`config.mk`:
```
export PLATFORM = sky130hd
export DESIGN_NAME = parity_frame_tx
export DESIGN_NICKNAME = d
export VERILOG_FILES = /design/src/rtl/parity_frame_tx.sv
export SDC_FILE = /design/constraint.sdc
export NUM_CORES = 1
export LEC_CHECK = 0
export CORE_ASPECT_RATIO = 1.25
export CORE_MARGIN = 8
export CORE_UTILIZATION = 38
export CTS_BUF_LIST = sky130_fd_sc_hd__clkbuf_2
export DETAILED_ROUTE_END_ITERATION = 10
export GPL_ROUTABILITY_DRIVEN = 0
export SYNTH_ARGS = -nofsm -noshare
export SYNTH_HDL_FRONTEND = slang
export SYNTH_SLANG_ARGS = --single-unit
```
`constraint.sdc`:
```
create_clock -name clk -period 3.1 [get_ports clk]
set_input_delay 0.62 -clock clk [delete_from_list [all_inputs] [get_ports clk]]
set_output_delay 0.62 -clock clk [all_outputs]
set_load 0.02 [all_outputs]
```
`src/rtl/parity_frame_tx.sv`:
```
// parity_frame_tx: accepts a parallel word over valid/ready and serialises it
// as start bit, data bits LSB first, even parity bit and stop bit.
// Every output is driven straight from a flop.
module parity_frame_tx #(
    parameter int DATA_W       = 8,
    parameter int CLKS_PER_BIT = 4
) (
    input  logic              clk,
    input  logic              rst_n,
    input  logic [DATA_W-1:0] tx_data,
    input  logic              tx_valid,
    output logic              tx_ready,
    output logic              tx_out,
    output logic              parity_out,
    output logic              busy,
    output logic              frame_done
);

    localparam int CW = (CLKS_PER_BIT > 1) ? $clog2(CLKS_PER_BIT) : 1;
    localparam int IW = $clog2(DATA_W + 1);

    localparam logic [CW-1:0] CNT_LAST = CW'(CLKS_PER_BIT - 1);
    localparam logic [IW-1:0] IDX_LAST = IW'(DATA_W - 1);

    localparam logic [2:0] IDLE   = 3'd0;
    localparam logic [2:0] START  = 3'd1;
    localparam logic [2:0] DATA   = 3'd2;
    localparam logic [2:0] PARITY = 3'd3;
    localparam logic [2:0] STOP   = 3'd4;

    logic [2:0]        state_q, state_d;
    logic [CW-1:0]     cnt_q, cnt_d;
    logic [IW-1:0]     idx_q, idx_d;
    logic [DATA_W-1:0] shift_q, shift_d;
    logic              parity_q, parity_d;
    logic              tx_out_q, tx_out_d;
    logic              frame_done_q, frame_done_d;
    logic              tx_ready_q, tx_ready_d;
    logic              busy_q, busy_d;
    logic              bit_last;

    // Next-state logic: FSM sequencing, bit-time counter, bit index and shifter
    always_comb begin
        state_d  = state_q;
        cnt_d    = cnt_q;
        idx_d    = idx_q;
        shift_d  = shift_q;
        parity_d = parity_q;
        bit_last = (cnt_q == CNT_LAST);

        case (state_q)
            IDLE: begin
                cnt_d = '0;
                idx_d = '0;
                if (tx_valid) begin
                    shift_d  = tx_data;
                    parity_d = ^tx_data;
                    state_d  = START;
                end
            end
            START: begin
                if (bit_last) begin
                    cnt_d   = '0;
                    idx_d   = '0;
                    state_d = DATA;
                end else begin
                    cnt_d = cnt_q + 1'b1;
                end
            end
            DATA: begin
                if (bit_last) begin
                    cnt_d   = '0;
                    shift_d = shift_q >> 1;
                    if (idx_q == IDX_LAST) begin
                        state_d = PARITY;
                    end else begin
                        idx_d = idx_q + 1'b1;
                    end
                end else begin
                    cnt_d = cnt_q + 1'b1;
                end
            end
            PARITY: begin
                if (bit_last) begin
                    cnt_d   = '0;
                    state_d = STOP;
                end else begin
                    cnt_d = cnt_q + 1'b1;
                end
            end
            STOP: begin
                if (bit_last) begin
                    cnt_d   = '0;
                    state_d = IDLE;
                end else begin
                    cnt_d = cnt_q + 1'b1;
                end
            end
            default: begin
                cnt_d   = '0;
                idx_d   = '0;
                state_d = IDLE;
            end
        endcase
    end

    // Output decode from the upcoming state so the outputs can be registered
    // yet still line up with the state they describe
    always_comb begin
        case (state_d)
            START:   tx_out_d = 1'b0;
            DATA:    tx_out_d = shift_d[0];
            PARITY:  tx_out_d = parity_d;
            default: tx_out_d = 1'b1;
        endcase
        frame_done_d = (state_d == STOP) && (cnt_d == CNT_LAST);
        tx_ready_d   = (state_d == IDLE);
        busy_d       = (state_d != IDLE);
    end

    // State and output registers; reset abandons any frame in flight
    always_ff @(posedge clk or negedge rst_n) begin
        if (!rst_n) begin
            state_q      <= IDLE;
            cnt_q        <= '0;
            idx_q        <= '0;
            shift_q      <= '0;
            parity_q     <= 1'b0;
            tx_out_q     <= 1'b1;
            frame_done_q <= 1'b0;
            tx_ready_q   <= 1'b1;
            busy_q       <= 1'b0;
        end else begin
            state_q      <= state_d;
            cnt_q        <= cnt_d;
            idx_q        <= idx_d;
            shift_q      <= shift_d;
            parity_q     <= parity_d;
            tx_out_q     <= tx_out_d;
            frame_done_q <= frame_done_d;
            tx_ready_q   <= tx_ready_d;
            busy_q       <= busy_d;
        end
    end

    assign tx_out     = tx_out_q;
    assign parity_out = parity_q;
    assign frame_done = frame_done_q;
    assign tx_ready   = tx_ready_q;
    assign busy       = busy_q;

endmodule

```
==> results.env <==
DIE_OUTLINE_AREA_UM2=4942
MAX_SLEW_MARGIN=0.6787
FINALNETCOUNT=137
DIE_WIDTH_UM=64.50
COMBINED_BUFFER_AND_INVERTER_COUNT_ALONG_THE_CRITICAL_PATH=1
POST_CTS_RESIZED=0
CRITICAL_PATH_REQUIRED_NS=2.48
YS_FF_LATCH=22
CPLARGESTDELAYFAMILY='buffers and inverters'
SYNTHMOSTINSTANTIATEDCELL='sky130_fd_sc_hd__dfrtp_1'
POWER.SHARE.COMBINATIONAL=0.244
POWER.SHARE.SWITCHING=0.2737
SYNTH_TOP_CELLS_BY_COUNT='sky130_fd_sc_hd__dfrtp_1, sky130_fd_sc_hd__nand2_1, sky130_fd_sc_hd__a22oi_1, sky130_fd_sc_hd__xnor2_1, sky130_fd_sc_hd__nor2_1'
WORST_SETUP_PATH_STARTPOINT='tx_ready$_DFF_PN1_'
NETLIST.AREA_LEADER.SHARE=0.4479
MAX-CAP-VIOLATIONS=0
POST_CTS_BUFFERS=0
OVERFLOW=0
GRT_ANTENNA_BEFORE_REPAIR=0
FIN_WORST_HOLD_SLACK_NS=0.4886
TRITONCTS='yes'
TOP_LEVEL_PORTS=16
DRTITER0DRC=16
P_LEAK_nW=0.5772
CRITPATHKIND='reg2out'
POSTSYNTHNETCOUNT=119
DETAIL-ROUTE-ANTENNA-NETS=0
CLK_PIN_SLEW_NS=0.22
POWER.SHARE.SEQUENTIAL=0.483
TOTAL_POWER_mW=0.7251
DRT_PASS1_ITERATIONS=4
HOLD_BUFFERS=0
SEQ_AREA_FRAC_SYNTH=0.4950
RSZ_0062_RAISED_AFTER_GLOBAL_ROUTING='false'
TOTAL_SWITCHING_POWER_mW=0.1985
SUM_OF_ROUTED_WIRE_LENGTH_OVER_ALL_LAYERS_UM=2070
SYN-MEAN-INSTANCE-AREA_UM2=10.54
POST-ROUTE-DRC-COUNT=0
POSTLAYOUTSETUPSLACKWORST_NS=0.9976
R2R_SETUP_SLACK_NS=1.25
SYNTH-MAIN-FF-CELL='sky130_fd_sc_hd__dfrtp_1'
FINISH.INSTANCE_AREA_UM2=1353
FLOORPLAN.ROWS=22
PEAKVDDDROP_mV=0.2979
FINALCOREUTILIZATION=0.4725
PERIOD_SHARE=0.6782
FINISHED_LAYOUT_CELLS=159
PLACE.DETAILED.HPWL_UM=1555
START_UTIL=0.3903
DESIGN.CORE.AREA_UM2=2863
CP_DATA_ARRIVAL_TIME_NS=1.48
WORST_SKEW_PAIR.LATE_LATENCY_NS=0.32
SLOWEST_CP_CELL='sky130_fd_sc_hd__clkdlybuf4s50_1'
CELLPOWERDENSITY_nW_PER_UM2=536.1
SYNTH_EDF_COUNT=0
DRT-VIAS-PER-INSTANCE=5.057
RUN_STATUS='completed'
P_INT_mW=0.5267
CLOCK.FMAX_GHz=0.4756
MIN-DELAY-PATH-CLASS='reg2reg'
DIE_H_UM=76.63
CLOCK_POWER_SHARE=0.273
ROUTE.DETAILED.WL_PER_INST_UM=13.02
PLACED_AREA_UM2=1308
HOLD_PATH_STARTPOINT='cnt_q[0]$_DFF_PN0_'
SYN-INSTANCE-COUNT=106
CLOCK-ROOT-BUFFER='sky130_fd_sc_hd__clkbuf_2'
PORT_BUFFERS=15
GRT_USE_TOTAL=0.08803
GRT_PASS1_WL_UM=3594
CLOCKBUFFERDEPTH=2
CRITPATHLAUNCHTYPE='flop'
TIMING.SETUP.TNS_NS=0
POST-ROUTE-MIN-PERIOD_NS=2.102
SETUP_VIOL=0
CRITICAL_PATH_CELL_SEQUENCE='clkdlybuf4s50_1'
CRITICAL_PATH.ENDPOINT_TYPE='output port'
CTS_MADE_BUFFERS=3
VIAS=804
SYNTH_TOP_CELL_BY_AREA='sky130_fd_sc_hd__dfrtp_1'
MAXIMUM_FANOUT_ENCOUNTERED_ON_THE_CRITICAL_TIMING_PATH=1
SYNTHDISTINCTLIBCELLS=38
SYN2LAYOUT_AREA_GROWTH_PCT=21.05
TIMING.CRITICAL_PATH.SLOWEST_CELL_DELAY_NS=0.59
PLACE.DETAILED.INSTANCES=155
ASYNCSETRESETFLOPFRACSYNTH=1.000
REPORT.FINAL.SLEW_VIOL_COUNT=0
TIGHTESTPINTRANSITION_NS=0.4820
SYNTH_AREA_UM2=1117
HOLD_VIOL=0
SYNTH_WARNINGS=0
FIRST_GLOBAL_VIAS=856
POST-PLACE-WS_NS=1.018
LARGEST_NET_DEGREE_AT_THE_START_OF_GLOBAL_ROUTING=23
CTS.HTREE.LEVELS=1
CLKSINKCOUNT=22
CLOCK_SKEW_NS=0.01712
LAYOUT-DRIVE-GT1-SHARE=0.1382
SYNTH.TOP_CELLS.BY_AREA='sky130_fd_sc_hd__dfrtp_1, sky130_fd_sc_hd__xnor2_1, sky130_fd_sc_hd__a22oi_1, sky130_fd_sc_hd__nand2_1, sky130_fd_sc_hd__dfstp_2'
RR_STARTPOINT='cnt_q[0]$_DFF_PN0_'
ANTENNA_CELLS=0
[cells in the final DEF, fill, tap and decap left out, types with 2 or more instances in the layout]
master	n
sky130_fd_sc_hd__a21oi_1	3
sky130_fd_sc_hd__a22oi_1	9
sky130_fd_sc_hd__buf_4	3
sky130_fd_sc_hd__clkbuf_2	3
sky130_fd_sc_hd__clkdlybuf4s50_1	15
sky130_fd_sc_hd__dfrtp_1	20
sky130_fd_sc_hd__dfstp_2	2
sky130_fd_sc_hd__ha_1	2
sky130_fd_sc_hd__inv_1	3
sky130_fd_sc_hd__nand2_1	16
sky130_fd_sc_hd__nand3_1	3
sky130_fd_sc_hd__nand3b_1	3
sky130_fd_sc_hd__nor2_1	4
sky130_fd_sc_hd__o21ai_0	3
sky130_fd_sc_hd__o2bb2ai_1	2
sky130_fd_sc_hd__or3_1	2
sky130_fd_sc_hd__xnor2_1	8
[registers in the layout (all words and copies together) (netlist names)]
register	flops
tx_out	1
cnt_q	2
parity_out	1
state_q	3
shift_q	8
busy	1
idx_q	4
frame_done	1
tx_ready	1
[routing by layer]
metal | wire, um | part of all wire | GRT usage
met2 | 1052 | 0.51 | 0.1555
met3 | 63 | 0.030 | 0.01912
met5 | 0 | 0 | 0
met1 | 937 | 0.45 | 0.09599
met4 | 17 | 0.0082 | 0.03939
[power groups by stage]
stage | sequential [mW] | clock, mW | combinational, mW
2_1_floorplan | 0.361 | 0 | 0.111
3_3_place_gp | 0.355 | 0 | 0.178
3_5_place_dp | 0.356 | 0 | 0.180
4_1_cts | 0.351 | 0.205 | 0.181
5_1_grt | 0.355 | 0.216 | 0.197
6_report | 0.350 | 0.198 | 0.177
[area by class of cell]
type | instances | area [um2]
Tap cell | 36 | 45.04
Multi-Input combinational cell | 75 | 521.8
Clock inverter | 1 | 30.03
Timing Repair Buffer | 18 | 172.7
Clock buffer | 3 | 15.01
Fill cell | 287 | 1510
Sequential cell | 22 | 553.0
Inverter | 4 | 15.01
[worst paths after layout]
check,cells past startpoint,to
worst max-delay path,1,tx_ready
worst min-delay path,1,cnt_q[0]$_DFF_PN0_
worst max register to register,4,idx_q[0]$_DFFE_PN0P_
worst min register to register,1,cnt_q[0]$_DFF_PN0_
max in group asynchronous,2,tx_out$_DFF_PN1_
min in group asynchronous,2,shift_q[3]$_DFFE_PN0P_
[cell families (layout without fill, tap and decap cells)]
| kind of cell | Yosys count | count (layout) | synth area share |
|---|---|---|---|
| flip-flops | 22 | 22 | 0.4950 |
| multiplexers | 2 | 2 | 0.01904 |
| AO/OA/AOI/OAI | 22 | 22 | 0.1411 |
| XOR/XNOR | 8 | 8 | 0.06271 |
| AND/OR/NAND/NOR | 40 | 40 | 0.2128 |
| buffers and inverters | 9 | 26 | 0.03806 |
| adder cells (fa/ha/maj) | 3 | 3 | 0.03135 |
(Power assumes the default switching activity.)
